$ cat src/rtl/dl_shift_seq.sv
// Multi-cycle shift sequencer: applies SLL/SRL/SRA/ROR through a narrow
// shifter of at most MAX_STEP positions per cycle, with valid/ready on both sides.
module dl_shift_seq #(
    parameter int NUM_BITS = 32,
    parameter int MAX_STEP = 8,
    localparam int NUM_SHIFT_BITS = $clog2(NUM_BITS)
) (
    input  logic                      clk,
    input  logic                      rst_n,
    input  logic                      in_valid,
    output logic                      in_ready,
    input  logic [NUM_BITS-1:0]       in_a,
    input  logic [NUM_SHIFT_BITS-1:0] in_shamt,
    input  logic [1:0]                in_op,
    output logic                      out_valid,
    input  logic                      out_ready,
    output logic [NUM_BITS-1:0]       out_data,
    output logic                      busy
);
    // Handshakes: a transfer happens on a rising edge where valid && ready;
    // ready/valid come from the state register only, never from the partner's signal.

    localparam logic [1:0] OP_SLL = 2'b00;
    localparam logic [1:0] OP_SRL = 2'b01;
    localparam logic [1:0] OP_ROR = 2'b10;
    localparam logic [1:0] OP_SRA = 2'b11;

    // One extra bit so MAX_STEP == NUM_BITS is representable for the compare.
    localparam logic [NUM_SHIFT_BITS:0] MAX_STEP_W = (NUM_SHIFT_BITS + 1)'(MAX_STEP);

    typedef enum logic [1:0] {
        IDLE  = 2'd0,
        SHIFT = 2'd1,
        DONE  = 2'd2
    } state_t;

    state_t                    state;
    state_t                    next_state;
    logic [NUM_BITS-1:0]       work;
    logic [1:0]                op_q;
    logic [NUM_SHIFT_BITS-1:0] remaining;
    logic [NUM_SHIFT_BITS-1:0] step;
    logic [NUM_SHIFT_BITS-1:0] rem_next;
    logic [NUM_BITS-1:0]       shifted;
    logic [2*NUM_BITS-1:0]     rot;

    always_ff @(posedge clk) begin
        if (!rst_n) begin
            state <= IDLE;
        end else begin
            state <= next_state;
        end
    end

    always_comb begin
        next_state = state;
        case (state)
            IDLE: begin
                if (in_valid) begin
                    next_state = (in_shamt != '0) ? SHIFT : DONE;
                end
            end
            SHIFT: begin
                if (rem_next == '0) begin
                    next_state = DONE;
                end
            end
            DONE: begin
                if (out_ready) begin
                    next_state = IDLE;
                end
            end
            default: next_state = IDLE;
        endcase
    end

    // Narrow step shifter; each step is a complete shift so iterating is exact.
    always_comb begin
        step     = remaining;
        rem_next = '0;
        shifted  = work;
        rot      = '0;
        if ({1'b0, remaining} >= MAX_STEP_W) begin
            step = MAX_STEP_W[NUM_SHIFT_BITS-1:0];
        end
        rem_next = remaining - step;
        case (op_q)
            OP_SLL: shifted = work << step;
            OP_SRL: shifted = work >> step;
            OP_SRA: shifted = NUM_BITS'($signed(work) >>> step);
            OP_ROR: begin
                rot     = {work, work} >> step;
                shifted = rot[NUM_BITS-1:0];
            end
            default: shifted = work;
        endcase
    end

    always_ff @(posedge clk) begin
        if (!rst_n) begin
            work      <= '0;
            op_q      <= '0;
            remaining <= '0;
        end else begin
            case (state)
                IDLE: begin
                    if (in_valid) begin
                        work      <= in_a;
                        op_q      <= in_op;
                        remaining <= in_shamt;
                    end
                end
                SHIFT: begin
                    work      <= shifted;
                    remaining <= rem_next;
                end
                default: ;
            endcase
        end
    end

    assign in_ready  = (state == IDLE);
    assign out_valid = (state == DONE);
    assign busy      = (state != IDLE);
    assign out_data  = work;

endmodule

$ cat config.mk
export PLATFORM = sky130hd
export DESIGN_NAME = dl_shift_seq
export DESIGN_NICKNAME = d
export VERILOG_FILES = /design/src/rtl/dl_shift_seq.sv
export SDC_FILE = /design/constraint.sdc
export NUM_CORES = 1
export LEC_CHECK = 0
export CORE_UTILIZATION = 35
export DETAILED_ROUTE_END_ITERATION = 7
export PLACE_DENSITY_LB_ADDON = 0.2
export SLEW_MARGIN = 10
export SYNTH_ARGS = -nofsm -noshare
export SYNTH_HDL_FRONTEND = slang
export SYNTH_SLANG_ARGS = --single-unit
$ cat constraint.sdc
create_clock -name clk -period 3.6 [get_ports clk]
set_input_delay 0.72 -clock clk [delete_from_list [all_inputs] [get_ports clk]]
set_output_delay 0.72 -clock clk [all_outputs]
set_load 0.1 [all_outputs]
**Word-level counts from Yosys, hierarchy flattened**

Index checks and enable logic that the tools add are counted.

- $add $sub $neg: 1
- Order comparisons: 1
- Equal/unequal tests: 8
- Shift-type cells: 4
- Mux-type cells: 11
- Reductions and logical operators: 9

Operator list:

| cell | number |
|---|---|
| $pmux W32 S4 | 1 |
| $pmux W32 S2 | 1 |
| $shr A64 B5 Y32 | 1 |
| $mux W32 | 1 |
| $shl A32 B5 Y32 | 1 |
| $shr A32 B5 Y32 | 1 |
| $sshr A32 B5 Y32 | 1 |
| $mux W5 | 2 |
| $pmux W5 S2 | 1 |
| $mux W2 | 4 |
| $eq A2 B2 Y1 const B | 3 |
| $pmux W2 S3 | 1 |
| $ge A5 B4 Y1 const B | 1 |
| $logic_not A5 Y1 | 1 |
| $reduce_bool A5 Y1 | 1 |
| $sub A5 B5 Y5 | 1 |
| $eq A2 B1 Y1 const B | 2 |
| $logic_not A2 Y1 | 2 |
| $ne A2 B2 Y1 const B | 2 |
| $reduce_and A2 Y1 | 2 |
| $reduce_bool A2 Y1 | 2 |
| $reduce_and A3 Y1 | 1 |
| $ne A2 B1 Y1 const B | 1 |

- Register bits after elaboration: 41
- Input bits: 43
- Output and inout bits: 35
- Logic and storage cells: 38

**Depth between registers and ports, before layout**

Gate-level depths: netlist of run 1.

- Depth after elaboration: 6
- Mapped depth: 12
- Depth with buffers taken out: 8

**Worst setup path before layout of run 1**

OpenSTA, ideal clock, no wires.

- Path type: reg-to-output
- Start: register state[0]
- End: output in_ready
- Data arrival time: 2.169 ns
- Data required time: 2.880 ns
- Path slack: 0.711 ns
- Cell stages (with the launch flop): 5
- Buffers on the path: 1
- Cell sequence: dfxtp_1 -> inv_1 -> clkbuf_1 -> nand2_1 -> inv_1

- Word-level cells in the longest chain between the ends: 1

RTL lines:

| what | RTL line | text |
|---|---|---|
| from (decl) | 37 | `state_t state;` |
| from (signal assigned) | 51 | `state <= next_state;` |
| $logic_not A2 Y1 | 122 | `assign in_ready = (state == IDLE);` |
| to (decl) | 11 | `output logic in_ready,` |

Every way passes these cells.

**Worst setup path after layout of run 1**

- Start: register remaining[4]
- End: register work[19] (netlist: out_data[19])

- Word-level cells in the longest chain between the ends: 5
- Elaborated cells on any way between the ends: 8
- Those cells by class: order compare (1); shift (4); mux (3)

RTL lines:

| what | RTL line | text |
|---|---|---|
| from (decl) | 41 | `logic [NUM_SHIFT_BITS-1:0] remaining;` |
| from (signal assigned) | 110 | `remaining <= in_shamt;` |
| from (signal assigned) | 115 | `remaining <= rem_next;` |
| $ge A5 B4 Y1 | 83 | `if ({1'b0, remaining} >= MAX_STEP_W) begin` |
| $mux W5 (*) | 83 |  |
| $shr A64 B5 Y32 (tied with other cells) | 92 | `rot = {work, work} >> step;` |
| $pmux W32 S4 (*) | 87 | `case (op_q)` |
| $pmux W32 S2 (*) | 105 | `case (state)` |
| to (signal assigned) | 108 | `work <= in_a;` |
| to (signal assigned) | 114 | `work <= shifted;` |
| to (decl) | 39 | `logic [NUM_BITS-1:0] work;` |

Mark *: on every way between the ends. The rest lies on a longest branch, timed or not.
A chain may end at the register's enable or synchronous reset.

==> out/metrics.yaml, run 1 <==
drt:
  finalWirelength_mm: 28.3
  drtIter0Drc: 1228
  antenna_left: 0
  dr.pass1.iters: 5
  vias: 7348
  drc: 0
  wl_per_cell_microns: 27.4
  viasPerCell: 7.13
synth:
  synth_compound_area_share_pct: 41.3
  synthDominantCellAreaShare_pct: 14.8
  syn_area_sq_um: 5560
  synth_top_family_by_area: "compound AO/OA/AOI/OAI gates"
  synthMuxAreaShare_pct: 10.5
  synthTopCellsByArea: "dfxtp_1 (15%), a21oi_1 (5.9%), mux2i_1 (5.6%), o21ai_0 (5.5%), nand2_1 (5.3%)"
  yosys_warnings: 0
  avgSynthCellArea_sq_um: 6.91
  yosysSeqAreaShare_pct: 14.8
  synth_ff_type: "dfxtp_1"
  synth_common_cells: "nand2_1 (79), a21oi_1 (66), nor2_1 (61), o21ai_0 (61), clkbuf_1 (58)"
  yosys.area_share.simple_pct: 22.5
  yosys.area_share.xor_xnor_pct: 0
  synth.most_common_cell: "nand2_1"
  synth_seq_cells: 41
  syn-num-nets: 851
  synthArstFlopShare_pct: 0
  syn_inst: 804
  synth_fa_ha_area_share_pct: 0.900
  synth_area_leader_cell: "dfxtp_1"
  synth_edf_count: 0
  synthDistinctLibCells: 77
global_route:
  grt.overflow.total: 0
  track_usage_pct: 34.2
  grt_antenna_before_repair: 1
  grt_pass1_vias: 6879
  grt_pass1_wl_mm: 42.4
  grt_max_degree: 60
setup_path:
  crit_start: "remaining[4]"
  crit_slowest_cell: "a2111oi_0"
  cp_max_fo: 14
  reg2reg_from: "remaining[4]"
  cp_cell_sequence: "buf_4 > or3b_1 > o22ai_1 > a2111oi_0 > a21oi_1 > o22ai_1"
  crit_top_cell: "o22ai_1"
  critPathRequiredTime_ns: 3.82
  startpoint_type: "flop"
  path_depth: 6
  rr_worst_depth: 6
  crit_arrival_ns: 3.21
  cp.buffers_inverters: 1
  cp-end-kind: "flop"
  crit_family: "compound AO/OA/AOI/OAI gates"
  cpPeakStageDelay_ns: 0.92
  critPathKind: "reg2reg"
  r2r_slack_ns: 0.61
final_layout:
  antenna_cells: 0
  nNetsFinal: 866
  drive_gt1_share_pct: 13.7
  area_growth_pct: 17.8
placement:
  place_congestion: 1.02
  place_hpwl_mm: 19.3
  port_buffers: 77
min_path:
  min_path_type: "reg2reg"
  min_from: "op_q[0]"
  min_path_cells: 2
floorplanning:
  die_area_sq_um: 16400
  fp.dieH_microns: 128
  start_util_pct: 36.2
  die_w_microns: 128
  core_area_sq_um: 15400
  rows: 45
  ioPinCount: 78
power_and_ir_drop:
  swShare_pct: 63.3
  seq_power_share_pct: 17.6
  internal_power_mw: 2.62
  power_density_nw_per_um2: 1090
  p_comb_share_pct: 73.6
  switching_power_mw: 4.52
  peakVddDrop_uv: 696
  power_leakage_nw: 2.27
  power_frac_clock_pct: 8.8
  finalPower_mw: 7.15
clock_network:
  cts_resized: 0
  worst_skew_pair.late_latency_ns: 0.31
  numCtsBuffers: 5
  h-tree-depth: 2
  cts_tree: "built"
  clockBufferDepth: 2
  cts_setup_buffers: 0
  clk_root_buffer_cell: "clkbuf_16"
  clk_pin_slew_worst_paths_ns: 0.07
  cts.sinks: 41
  cts_hold_buf: 0
timing:
  setup_viol: 0
  fin_tns_setup_ns: 0
  fmax_mhz: 334
  hold_viol: 0
  slew_headroom_pct: 24.5
  worst_slew_pin_slew_ns: 1.13
  rsz0062_at_grt: "false"
  fin_crit_ns: 2.99
  slew_viol_final: 0
  timing.final.crit_share_pct: 83.1
  clock_skew_ns: 0.00823
flow_run:
  max_cap_viol_count: 0
outcome:
  status: "complete, no violations"
power by group through the flow:
stage	logic (mW)	registers (mW)	clock network, mW
3_3_place_gp	5.10	1.23	0
6_report	5.26	1.26	0.631
4_1_cts	5.09	1.21	0.632
5_1_grt	5.46	1.27	0.644
2_1_floorplan	2.97	1.74	0
3_5_place_dp	5.08	1.22	0
through the flow:
stage	setup WS (ns)	instances	hold slack (ns)	cell area (sq um)	util, %
after global placement	0.594	1023	0.481	6360	41.4
after floorplan	0.711	804	0.454	5560	-
after CTS	0.783	1031	0.484	6550	42.6
after global routing	0.566	1031	0.533	6550	42.6
after detailed placement	0.561	1023	0.476	6360	41.4
final	0.608	1031	0.489	6550	42.6
per-layer routing:
layer	share of wire, %	track usage [%]	vias to the layer above
met5	0.28	3.10	-
met4	6.0	21.8	4
met3	12	6.89	122
met2	42	48.8	613
met1	39	46.5	3478
li1	-	-	3131
area by class of cell:
| class | instances | area [sq um] |
|---|---|---|
| clock buffer | 5 | 125 |
| clock inverter | 3 | 65.1 |
| fill | 1622 | 8820 |
| inverter | 16 | 60.1 |
| multi-input combinational | 641 | 4200 |
| sequential | 41 | 823 |
| tap | 211 | 264 |
| timing repair buffer | 114 | 1010 |
cell families after synthesis:
logic type | count (synthesis)
AO/OA/AOI/OAI | 334
AND/OR/NAND/NOR | 256
buffers and inverters | 122
multiplexers | 46
flip-flops | 41
adder cells (fa/ha/maj) | 4
other | 1
cell usage in the layout (no fill, tap or decap), types with 7 or more instances in the layout:
master / synthesis / routed
a2111oi_0: 8 / 8
a211o_1: 7 / 7
a211oi_1: 15 / 15
a21oi_1: 66 / 66
a221oi_1: 14 / 14
a22oi_1: 11 / 11
a31oi_1: 14 / 14
and3_1: 9 / 9
buf_4: 5 / 67
clkdlybuf4s50_1: 0 / 43
dfxtp_1: 41 / 39
inv_1: 13 / 13
mux2i_1: 31 / 31
mux4_2: 8 / 8
nand2_1: 79 / 79
nand2b_1: 9 / 9
nand3_1: 21 / 21
nor2_1: 61 / 61
nor2b_1: 7 / 7
nor3_1: 19 / 19
o211ai_1: 17 / 17
o21ai_0: 61 / 60
o221ai_1: 18 / 18
o22ai_1: 27 / 27
or3_1: 18 / 18
final timing paths:
path,endpoint
worst max-delay path,out_data[19]
worst min-delay path,op_q[0]
worst max register to register,out_data[19]
worst min register to register,op_q[0]
registers in the layout (all words and copies together) (netlist names):
register / cells
out_data: 32
remaining: 5
state: 2
op_q: 2
tightest hold or removal path, stage by stage, from the launching register on:
cell	delay, ns
dfxtp_1	0.33
nand2_1	0.06
a21oi_1	0.05
Note: power is estimated with default switching activity, not from simulation.
==> run 2: changes to the inputs <==
Clock period 3.6 ns to 2.65 ns, I/O delays scaled along.
==> out/metrics.yaml, run 2 (synthesis results as in run 1) <==
outcome:
  status: "complete, no violations"
clock_network:
  cts_hold_buf: 0  # unchanged
  numCtsBuffers: 5  # unchanged
  clockBufferDepth: 2  # unchanged
  cts_tree: "built"
  clk_root_buffer_cell: "clkbuf_16"
  h-tree-depth: 2  # unchanged
  cts.sinks: 41  # unchanged
  worst_skew_pair.late_latency_ns: 0.31  # about the same
  clk_pin_slew_worst_paths_ns: 0.07  # about the same
placement:
  place_hpwl_mm: 22.5  # +17%
  port_buffers: 77  # unchanged
  dp_cells: 1078  # +5.4%
  place_congestion: 0.989  # -2.6%
timing:
  slew_viol_final: 0  # unchanged
  clock_skew_ns: 0.0112  # +0.00300 ns
  hold_ws_ns: 0.519  # +0.0302 ns
  hold_viol: 0  # unchanged
  fin_crit_ns: 2.55  # -0.443 ns
  fmax_mhz: 392  # +17%
  worst_slew_pin_slew_ns: 0.861  # -0.267 ns
  slew_headroom_pct: 42.6  # +18 points
  setup_viol: 0  # unchanged
  rsz0062_at_grt: "false"
  timing.final.crit_share_pct: 96.2  # +13 points
drt:
  antenna_left: 0  # unchanged
  viasPerCell: 6.92  # -2.9%
  drc: 0  # unchanged
  dr.pass1.iters: 5  # unchanged
  drtIter0Drc: 923  # -25%
  finalWirelength_mm: 31.1  # +9.9%
  wl_per_cell_microns: 28.6  # +4.3%
  vias: 7513  # +2.2%
power_and_ir_drop:
  p_comb_share_pct: 77.8  # +4.2 points
  switching_power_mw: 6.39  # +41%
  power_frac_clock_pct: 6.9  # -1.9 points
  power_density_nw_per_um2: 1460  # +34%
  power_leakage_nw: 2.55  # +12%
  peakVddDrop_uv: 790  # +14%
  swShare_pct: 62.3  # -0.97 points
  internal_power_mw: 3.87  # +47%
  seq_power_share_pct: 15.3  # -2.3 points
  finalPower_mw: 10.3  # +44%
flow_run:
  max_cap_viol_count: 0  # unchanged
min_path:
  holdPathEnd: "op_q[0]"
  min_path_type: "reg2reg"
  min_from: "op_q[0]"
  min_path_cells: 2  # unchanged
final_layout:
  stdcell_count: 1086  # +5.3%
  fillers: 1619  # -0.18%
  area_growth_pct: 26.3
  antenna_cells: 0  # unchanged
  largest_reg_flops: 32  # unchanged
  drive_gt1_share_pct: 19.7  # +6.0 points
  post-route-util_pct: 45.7  # +3.1 points
  final_cell_mix: "buf_4 (117), nand2_1 (78), a21oi_1 (66), nor2_1 (61), o21ai_0 (60)"
  nNetsFinal: 921  # +6.4%
  final_common_cell: "buf_4"
floorplanning:
  ioPinCount: 78  # unchanged
  die_area_sq_um: 16400  # unchanged
  start_util_pct: 36.2  # unchanged
  die_w_microns: 128  # unchanged
  core_area_sq_um: 15400  # unchanged
  fp.dieH_microns: 128  # unchanged
  rows: 45  # unchanged
setup_path:
  r2r_slack_ns: 0.10  # -0.51 ns
  critPathKind: "reg2reg"
  critPathRequiredTime_ns: 2.87  # -0.95 ns
  crit_arrival_ns: 2.76  # -0.45 ns
  rr_worst_depth: 8  # +2
  reg2reg_from: "remaining[0]"
  cp-end-kind: "flop"
  startpoint_type: "flop"
  cp_max_fo: 33  # +19
  r2r_end: "out_data[18]"
global_route:
  grt.overflow.total: 0  # unchanged
  grt_pass1_vias: 7120  # +3.5%
  grt_max_degree: 40  # -33%
  track_usage_pct: 38.0  # +3.8 points
  grt_antenna_before_repair: 0  # -1
  grt_pass1_wl_mm: 45.6  # +7.7%
==> run 2: changes by cell type in the layout (fill, tap and decap cells not counted), moves of 2 or more <==
cell       before  now
bufinv_16       2    0
buf_12          4   10
buf_4          67  117
clkbuf_8        0    2
==> run 2: metal layers <==
layer	vias up	part of all wire [%]	GRT usage [%]
met5	-	0	0
met4	0	5.4	20.7
met3	106	9.3	7.35
met2	503	44	57.8
met1	3663	42	50.4
li1	3241	-	-
==> run 2: power by group through the flow <==
stage | sequential (mW) | combinational, mW | clock (mW)
2_1_floorplan | 2.36 | 4.05 | 0
3_3_place_gp | 1.54 | 7.78 | 0
4_1_cts | 1.51 | 7.79 | 0.721
6_report | 1.56 | 7.99 | 0.709
5_1_grt | 1.58 | 8.33 | 0.735
3_5_place_dp | 1.53 | 7.76 | 0
==> run 2: cell type report <==
type | instances | area, sq um | share of cell area, %
repair buffers | 169 | 1500 | 21.4
well taps | 211 | 264 | 3.76
clock buffers | 7 | 153 | 2.17
flip-flops and latches | 41 | 823 | 11.7
clock inverters | 1 | 5.00 | 0.0713
inverters | 16 | 63.8 | 0.909
multi-input cells | 641 | 4210 | 60.0
==> run 2: how the worst max path moves through the flow <==
stage | from | endpoint | slack, ns | cells after the start
finish | remaining[0] | out_data[18] | 0.10 | 8
detailed placement | remaining[4] | out_data[26] | 0.01 | 9
global route | remaining[4] | state[0] | 0.02 | 8
global placement | op_q[0] | out_data[26] | -0.08 | 8
floorplan | remaining[3] | state[0] | 0.09 | 12
CTS | remaining[4] | out_data[26] | 0.11 | 9
==> run 2: critical path, cell delays in order (launching register included) <==
cell and delay, ns:
dfxtp_2 0.38, buf_12 0.19, inv_1 0.35, buf_4 0.23, a21oi_1 0.06, a221oi_1 0.50, o22ai_1 0.12, or3_1 0.38
a41oi_1 0.25
==> run 2: what timing repair did <==
action,CTS,global route
resized for setup,1,2
endpoints found under the hold margin,0,0
setup endpoints to repair,1,2
buffers inserted,0,0
pin swaps,0,0
==> run 2: metrics by stage <==
stage | area (sq um) | setup TNS, ns | setup WS (ns)
final | 7020 | 0 | 0.101
after global routing | 7020 | 0 | 0.0211
after CTS | 7010 | 0 | 0.113
after detailed placement | 6850 | 0 | 0.0107
after global placement | 6850 | -0.0780 | -0.0780
after floorplan | 5570 | 0 | 0.0878
